==> config.mk <==
export PLATFORM = sky130hd
export DESIGN_NAME = coin_change_dispenser
export DESIGN_NICKNAME = d
export VERILOG_FILES = /design/src/rtl/coin_change_dispenser.sv
export SDC_FILE = /design/constraint.sdc
export NUM_CORES = 1
export LEC_CHECK = 0
export BUFFER_PORTS_ARGS = -buffer_cell sky130_fd_sc_hd__buf_4
export CORE_MARGIN = 4
export CORE_UTILIZATION = 30
export DETAILED_ROUTE_END_ITERATION = 16
export PLACE_DENSITY = 0.54
export SETUP_SLACK_MARGIN = 0.05
export SYNTH_ARGS = -nofsm -noshare
export SYNTH_HDL_FRONTEND = slang
export SYNTH_SLANG_ARGS = --single-unit
==> constraint.sdc <==
create_clock -name clk -period 3.15 [get_ports clk]
set_input_delay 0.315 -clock clk [delete_from_list [all_inputs] [get_ports clk]]
set_output_delay 0.315 -clock clk [all_outputs]
set_load 0.05 [all_outputs]
==> src/rtl/coin_change_dispenser.sv <==
// Change/refund dispenser: drives the 1- and 2-rupee hopper solenoids, confirms coins via the chute sensor.
// Optional macro DISP_HOPPER2_EMPTY_EN adds i_hopper2_empty to force 1-rupee coins when the 2-rupee hopper is dry.
module coin_change_dispenser #(
    parameter int AMT_W          = 4,
    parameter int PULSE_CYCLES   = 4,
    parameter int TIMEOUT_CYCLES = 16
) (
`ifdef DISP_HOPPER2_EMPTY_EN
    input  logic             i_hopper2_empty,
`endif
    input  logic             clk,
    input  logic             rst,
    input  logic             i_req_valid,
    input  logic [AMT_W-1:0] i_req_amount,
    output logic             o_req_ready,
    output logic             o_eject_1,
    output logic             o_eject_2,
    input  logic             i_coin_seen,
    output logic             o_busy,
    output logic             o_done,
    output logic             o_fault,
    output logic [AMT_W-1:0] o_remaining
);

    localparam int CNT_MAX = (PULSE_CYCLES > TIMEOUT_CYCLES) ? PULSE_CYCLES : TIMEOUT_CYCLES;
    localparam int CNT_W   = $clog2(CNT_MAX + 1);

    typedef enum logic [2:0] {
        IDLE,
        PULSE,
        WAIT,
        DONE,
        FAULT
    } state_t;

    state_t           r_state;
    logic [CNT_W-1:0] r_cnt;
    logic             r_coin2;
    logic             r_eject_1;
    logic             r_eject_2;
    logic             r_busy;
    logic             r_done;
    logic             r_fault;
    logic             r_ready;
    logic [AMT_W-1:0] r_remaining;

    logic             w_h2empty;
    logic [AMT_W-1:0] w_nextRem;
    logic             w_take2Req;
    logic             w_take2Next;

`ifdef DISP_HOPPER2_EMPTY_EN
    assign w_h2empty = i_hopper2_empty;
`else
    assign w_h2empty = 1'b0;
`endif

    // A 2-rupee coin is only chosen when at least 2 is owed, so the balance never underflows.
    assign w_nextRem   = r_remaining - (r_coin2 ? AMT_W'(2) : AMT_W'(1));
    assign w_take2Req  = (i_req_amount >= AMT_W'(2)) && !w_h2empty;
    assign w_take2Next = (w_nextRem >= AMT_W'(2)) && !w_h2empty;

    always_ff @(posedge clk) begin
        if (rst) begin
            r_state     <= IDLE;
            r_cnt       <= '0;
            r_coin2     <= 1'b0;
            r_eject_1   <= 1'b0;
            r_eject_2   <= 1'b0;
            r_busy      <= 1'b0;
            r_done      <= 1'b0;
            r_fault     <= 1'b0;
            r_ready     <= 1'b1;
            r_remaining <= '0;
        end else begin
            r_done <= 1'b0;
            case (r_state)
                IDLE, FAULT: begin
                    if (i_req_valid) begin
                        r_remaining <= i_req_amount;
                        r_fault     <= 1'b0;
                        r_cnt       <= '0;
                        r_ready     <= 1'b0;
                        if (i_req_amount == '0) begin
                            r_state <= DONE;
                            r_done  <= 1'b1;
                        end else begin
                            r_state   <= PULSE;
                            r_busy    <= 1'b1;
                            r_coin2   <= w_take2Req;
                            r_eject_2 <= w_take2Req;
                            r_eject_1 <= !w_take2Req;
                        end
                    end
                end
                PULSE: begin
                    if (r_cnt == CNT_W'(PULSE_CYCLES - 1)) begin
                        r_state   <= WAIT;
                        r_cnt     <= '0;
                        r_eject_1 <= 1'b0;
                        r_eject_2 <= 1'b0;
                    end else begin
                        r_cnt <= r_cnt + 1'b1;
                    end
                end
                WAIT: begin
                    if (i_coin_seen) begin
                        r_remaining <= w_nextRem;
                        r_cnt       <= '0;
                        if (w_nextRem == '0) begin
                            r_state <= DONE;
                            r_done  <= 1'b1;
                            r_busy  <= 1'b0;
                        end else begin
                            r_state   <= PULSE;
                            r_coin2   <= w_take2Next;
                            r_eject_2 <= w_take2Next;
                            r_eject_1 <= !w_take2Next;
                        end
                    end else if (r_cnt == CNT_W'(TIMEOUT_CYCLES - 1)) begin
                        r_state <= FAULT;
                        r_fault <= 1'b1;
                        r_busy  <= 1'b0;
                        r_ready <= 1'b1;
                    end else begin
                        r_cnt <= r_cnt + 1'b1;
                    end
                end
                DONE: begin
                    r_state <= IDLE;
                    r_ready <= 1'b1;
                end
                default: begin
                    r_state <= IDLE;
                    r_ready <= 1'b1;
                    r_busy  <= 1'b0;
                end
            endcase
        end
    end

    assign o_req_ready = r_ready;
    assign o_eject_1   = r_eject_1;
    assign o_eject_2   = r_eject_2;
    assign o_busy      = r_busy;
    assign o_done      = r_done;
    assign o_fault     = r_fault;
    assign o_remaining = r_remaining;

endmodule

* Yosys cells after proc, flatten, opt, wreduce, memory -nomap -nowiden
Index checks and enable logic that the tools add are counted.
** Cells by class
- Add/subtract/negate cells :: 2
- Magnitude comparators :: 2
- Eq/ne operators :: 16
- Multiplexer cells :: 44
- Bitwise gates (word level) :: 2
- Reductions and logical operators :: 17
** Operators with widths (number)
- 2-to-1 mux 1 bit :: 21
- 2-to-1 mux 5 bit :: 4
- case mux 5 bit (3 select lines) :: 1
- inequality test 2 bit, second input constant :: 7
- 2-to-1 mux 3 bit :: 4
- case mux 1 bit (3 select lines) :: 4
- AND reduction 5 bit :: 2
- inequality test 3 bit, second input constant :: 3
- case mux 3 bit (3 select lines) :: 1
- AND reduction 3 bit :: 3
- greater-or-equal comparator 4 x 2 -> 1 bit, second input constant :: 2
- zero test 4 bit :: 2
- 2-to-1 mux 4 bit :: 2
- case mux 4 bit (2 select lines) :: 1
- AND reduction 4 bit :: 2
- == test 3 x 2 -> 1 bit, second input constant :: 2
- 2-to-1 mux 2 bit :: 3
- case mux 1 bit (2 select lines) :: 3
- AND reduction 6 bit :: 1
- adder 5 x 1 -> 5 bit, second input constant :: 1
- == test 5 x 2 -> 1 bit, second input constant :: 1
- == test 5 x 4 -> 1 bit, second input constant :: 1
- OR reduction 2 bit :: 2
- subtractor 4 x 2 -> 4 bit :: 1
- 7 further kinds :: 9
** Word-level totals
- Register bits after elaboration :: 19
- Word-level logic and storage cells :: 93

* Longest topological paths before layout
- Depth after elaboration :: 7
- Depth in mapped cells :: 8
- Depth with buffers taken out :: 8

* Worst setup path after synthesis
Ideal clock, no wire load.
- Path type :: reg-to-reg
- From :: register r_remaining[0], in the netlist o_remaining[0]
- To :: register r_done, in the netlist o_done
- Setup time :: 0.103 ns
- Arrival time :: 2.489 ns
- Required time :: 3.047 ns
- Setup slack :: 0.558 ns
- Stages on the path, launching flop included :: 9
- Path buffers :: 0
- Period minus slack after synthesis :: 2.592 ns
- Cells stage by stage :: dfxtp_1 -> inv_1 -> ha_1 -> fa_1 -> xnor2_1 -> nand3_1 -> or4_1 -> a21boi_1 -> a2111oi_2
** On the way
- Longest elaborated chain between the ends :: 5
** RTL lines
- start, declared :: RTL line 45 : logic [AMT_W-1:0] r_remaining;
- start signal, assigned :: RTL line 80 : r_remaining <= i_req_amount;
- start signal, assigned :: RTL line 108 : r_remaining <= w_nextRem;
- subtractor 4 x 2 -> 4 bit :: RTL line 59 : assign w_nextRem = r_remaining - (r_coin2 ? AMT_W'(2) : AMT_W'(1));
- zero test 4 bit :: RTL line 110 : if (w_nextRem == '0) begin
- 2-to-1 mux 1 bit :: RTL line 110
- 2-to-1 mux 1 bit :: RTL line 107 : if (i_coin_seen) begin
- case mux 1 bit (2 select lines) :: RTL line 77 : case (r_state)
- end signal, assigned :: RTL line 76 : r_done <= 1'b0;
- end signal, assigned :: RTL line 86 : r_done <= 1'b1;
- end signal, assigned :: RTL line 112 : r_done <= 1'b1;
- end, declared :: RTL line 42 : logic r_done;
No other way between the ends.
A chain may end at the register's enable or synchronous reset.

* Worst setup path in the final report
- From :: register r_coin2
- To :: register r_done, in the netlist o_done
** On the way
- Longest elaborated chain between the ends :: 6
** RTL lines
- start, declared :: RTL line 38 : logic r_coin2;
- start signal, assigned :: RTL line 90 : r_coin2 <= w_take2Req;
- start signal, assigned :: RTL line 116 : r_coin2 <= w_take2Next;
- 2-to-1 mux 2 bit :: RTL line 59
- subtractor 4 x 2 -> 4 bit :: RTL line 59
- zero test 4 bit :: RTL line 110
- 2-to-1 mux 1 bit :: RTL line 110
- 2-to-1 mux 1 bit :: RTL line 107
- case mux 1 bit (2 select lines) :: RTL line 77
No other way between the ends.

==> metrics.md <==
| Metric | Value |
|---|---|
| Worst-margin pin slew | 0.768 ns |
| HP Class | in -> reg |
| Setup CP Type | reg -> reg |
| Int Power | 0.432 mW |
| Seq/Total Area, Yosys | 0.324 |
| Cts hold-fix bufs | 0 |
| Reg clk slew, reported paths | 0.08 ns |
| Crit-path max cell delay | 0.49 ns |
| Tot GR Track Use | 0.118 |
| Core area | 3720 um2 |
| Worst endpoint required time | 3.31 ns |
| Pleak | 0.498 nW |
| Die width | 70.5 um |
| Max-cap check violation count | 0 |
| Initial antenna violation count | 0 |
| Tcrit/Tclk final | 0.755 |
| Hold slack | 0.301 ns |
| Post-CTS Resized | 0 |
| Count leader, synth | dfxtp_1 |
| Initial DRC Count | 102 |
| # IOs | 18 |
| Peak VDD IR | 0.120 mV |
| Hold path depth | 2 |
| Skew final | 0.0105 ns |
| Synth Warn # | 0 |
| Slowest CP cell | or4_1 |
| Crit-path max FO | 3 |
| RD Place Congestion | 0.838 |
| Htree depth | 1 |
| Max clock buf depth | 2 |
| Ys flop type | dfxtp_1 |
| Number of synthesized flops with an enable pin | 0 |
| CTS buffer count | 3 |
| RSZ-0062 raised after global routing | no |
| Sw Pwr | 0.244 mW |
| Switching Share | 0.362 |
| Fillers | 389 |
| Post-DRT Antenna Nets | 0 |
| Post-CTS setup repair buffer count | 0 |
| Nature of the critical path endpoint | flop |
| Seq cells post-synth | 19 |
| WP data arrival | 2.54 ns |
| Clock Power Share | 0.253 |
| Mapped Cells | 146 |
| Drt wl/cell | 13.4 um |
| Yosys cell types | 43 |
| I/O Buffers | 17 |
| Synthesized cell area | 1170 um2 |
| Final hold vios | 0 |
| Via density | 5.30 |
| FMAX | 420 MHz |
| Initial core utilization | 0.315 |
| Final min period | 2.38 ns |
| Avg Cell Area, Syn | 8.03 um2 |
| Root buf cell | clkbuf_8 |
| Diode count | 0 |
| CP Cell Sequence | inv_1 > ha_1 > fa_1 > xnor2_1 > nand3_1 > or4_1 > a21boi_1 > a2111oi_2 |
| # DRC | 0 |
| Synth area leader | dfxtp_1 |
| Top cells by count, synth | dfxtp_1 (19), a21oi_1 (17), nor2_1 (10), inv_1 (9) |
| Layout cells sized above 1 | 0.157 |
| Die Y-Extent | 70.5 um |
| Share of total power in sequential cells | 0.420 |
| First-pass DRT Iterations | 4 |
| Via Count | 1098 |
| Die Area | 4970 um2 |
| CTS sink count | 19 |
| Clock Latency Late Sink | 0.26 ns |
| Total negative slack | 0 ns |
| Status | finished clean |
| Nets@finish | 173 |
| CP top delay family | adder cells |
| Slew HR | 0.488 |
| Synthesized Nets | 159 |
| CP Launch Type | flop |
| # rows | 22 |
| First-pass GRT wire length | 4800 um |
| Cell count along the critical path | 8 |
| P&R area growth vs syn | 16.8% |
| Gate power share | 0.327 |
| Pin count of the biggest net entering global routing | 20 |
| Ys async rst share | 0 |
| Setup Viol. Count Final | 0 |
| Max Slew Vio Count | 0 |
| Ranking of synthesized cells by area | dfxtp_1 (32%), a21oi_1 (7.3%), ha_1 (4.3%) |
| Worst reg2reg path depth | 8 |
| Vias in the first global route | 1064 |
| Total gr overflow | 0 |
| Buf+Inv Stages, Crit Path | 1 |
| HPWL after detailed placement | 2000 um |
| WL final | 2780 um |
| Power Density | 494 nW/um2 |
| Yosys top cell area share | 0.324 |
| CTS tree | done |
-- cell usage in the layout (no fill, tap or decap), drive strengths merged, types with 4 or more instances in the layout --
master / count
o21ai: 9
ha: 4
nand2: 7
nand3: 4
buf: 17
or3: 4
nand2b: 6
dfxtp: 19
nor2: 10
nor3: 8
or4: 4
inv: 9
a21oi: 17
-- cell families after synthesis --
family                     count (synthesis)  share of synthesized area
AOI/OAI and AO/OA                         44                      0.238
DFF                                       19                      0.324
buffers and inverters                     17                     0.0608
muxes                                      2                     0.0192
xor gates and xnor gates                   1                    0.00747
adders and majority gates                  5                     0.0598
and+or+nand+nor                           58                      0.290
-- power by group through the flow --
stage | combinational, mW | sequential (mW) | clock, mW
after global routing | 0.245 | 0.289 | 0.185
after detailed placement | 0.220 | 0.290 | 0
after global placement | 0.220 | 0.289 | 0
after floorplan | 0.130 | 0.325 | 0
after CTS | 0.221 | 0.284 | 0.178
final | 0.221 | 0.284 | 0.171
-- per-layer routing --
layer | vias up | global-route usage | share of wire
li1 | 565 | - | -
met1 | 502 | 0.157 | 0.47
met2 | 29 | 0.183 | 0.47
met3 | 2 | 0.0302 | 0.054
met4 | 0 | 0.0404 | 0.0029
met5 | - | 0 | 0
-- area by class of cell --
class                   instances  area, um2  area share
flip-flops and latches         19        380       0.278
well taps                      48       60.1      0.0439
multi-input cells             110        721       0.527
clock buffers                   3       41.3      0.0302
repair buffers                 17        128      0.0932
clock inverters                 1       5.00     0.00366
inverters                       9       33.8      0.0247
-- through the flow --
step	utilization	instances	setup slack [ns]	area [um2]	power, mW
2_1_floorplan	-	146	0.558	1170	0.454
3_3_place_gp	0.356	203	0.833	1320	0.509
3_5_place_dp	0.356	203	0.773	1320	0.510
4_1_cts	0.368	207	0.754	1370	0.683
5_1_grt	0.368	207	0.601	1370	0.719
6_report	0.368	207	0.771	1370	0.676
-- worst register-to-register path, cell delays in order, from the launching register on --
cell and delay (ns):
dfxtp_1 0.36, inv_1 0.08, ha_1 0.21, fa_1 0.42, xnor2_1 0.19, nand3_1 0.10
or4_1 0.49, a21boi_1 0.16, a2111oi_2 0.26
-- path summary, 6_finish.rpt --
| path | startpoint | endpoint | slack (ns) |
|---|---|---|---|
| max reg2reg | r_coin2 | o_done | 0.77 |
| min reg2reg | o_eject_2 | o_eject_2 | 0.45 |
| max | r_coin2 | o_done | 0.77 |
| min | i_req_valid | o_fault | 0.30 |
-- registers in the layout, summed over array words and instances, names as in the netlist --
name / count
r_cnt: 5
r_state: 3
r_coin2: 1
o_busy: 1
o_eject_2: 1
o_done: 1
o_req_ready: 1
o_remaining: 4
o_eject_1: 1
o_fault: 1
(Power assumes the default switching activity.)
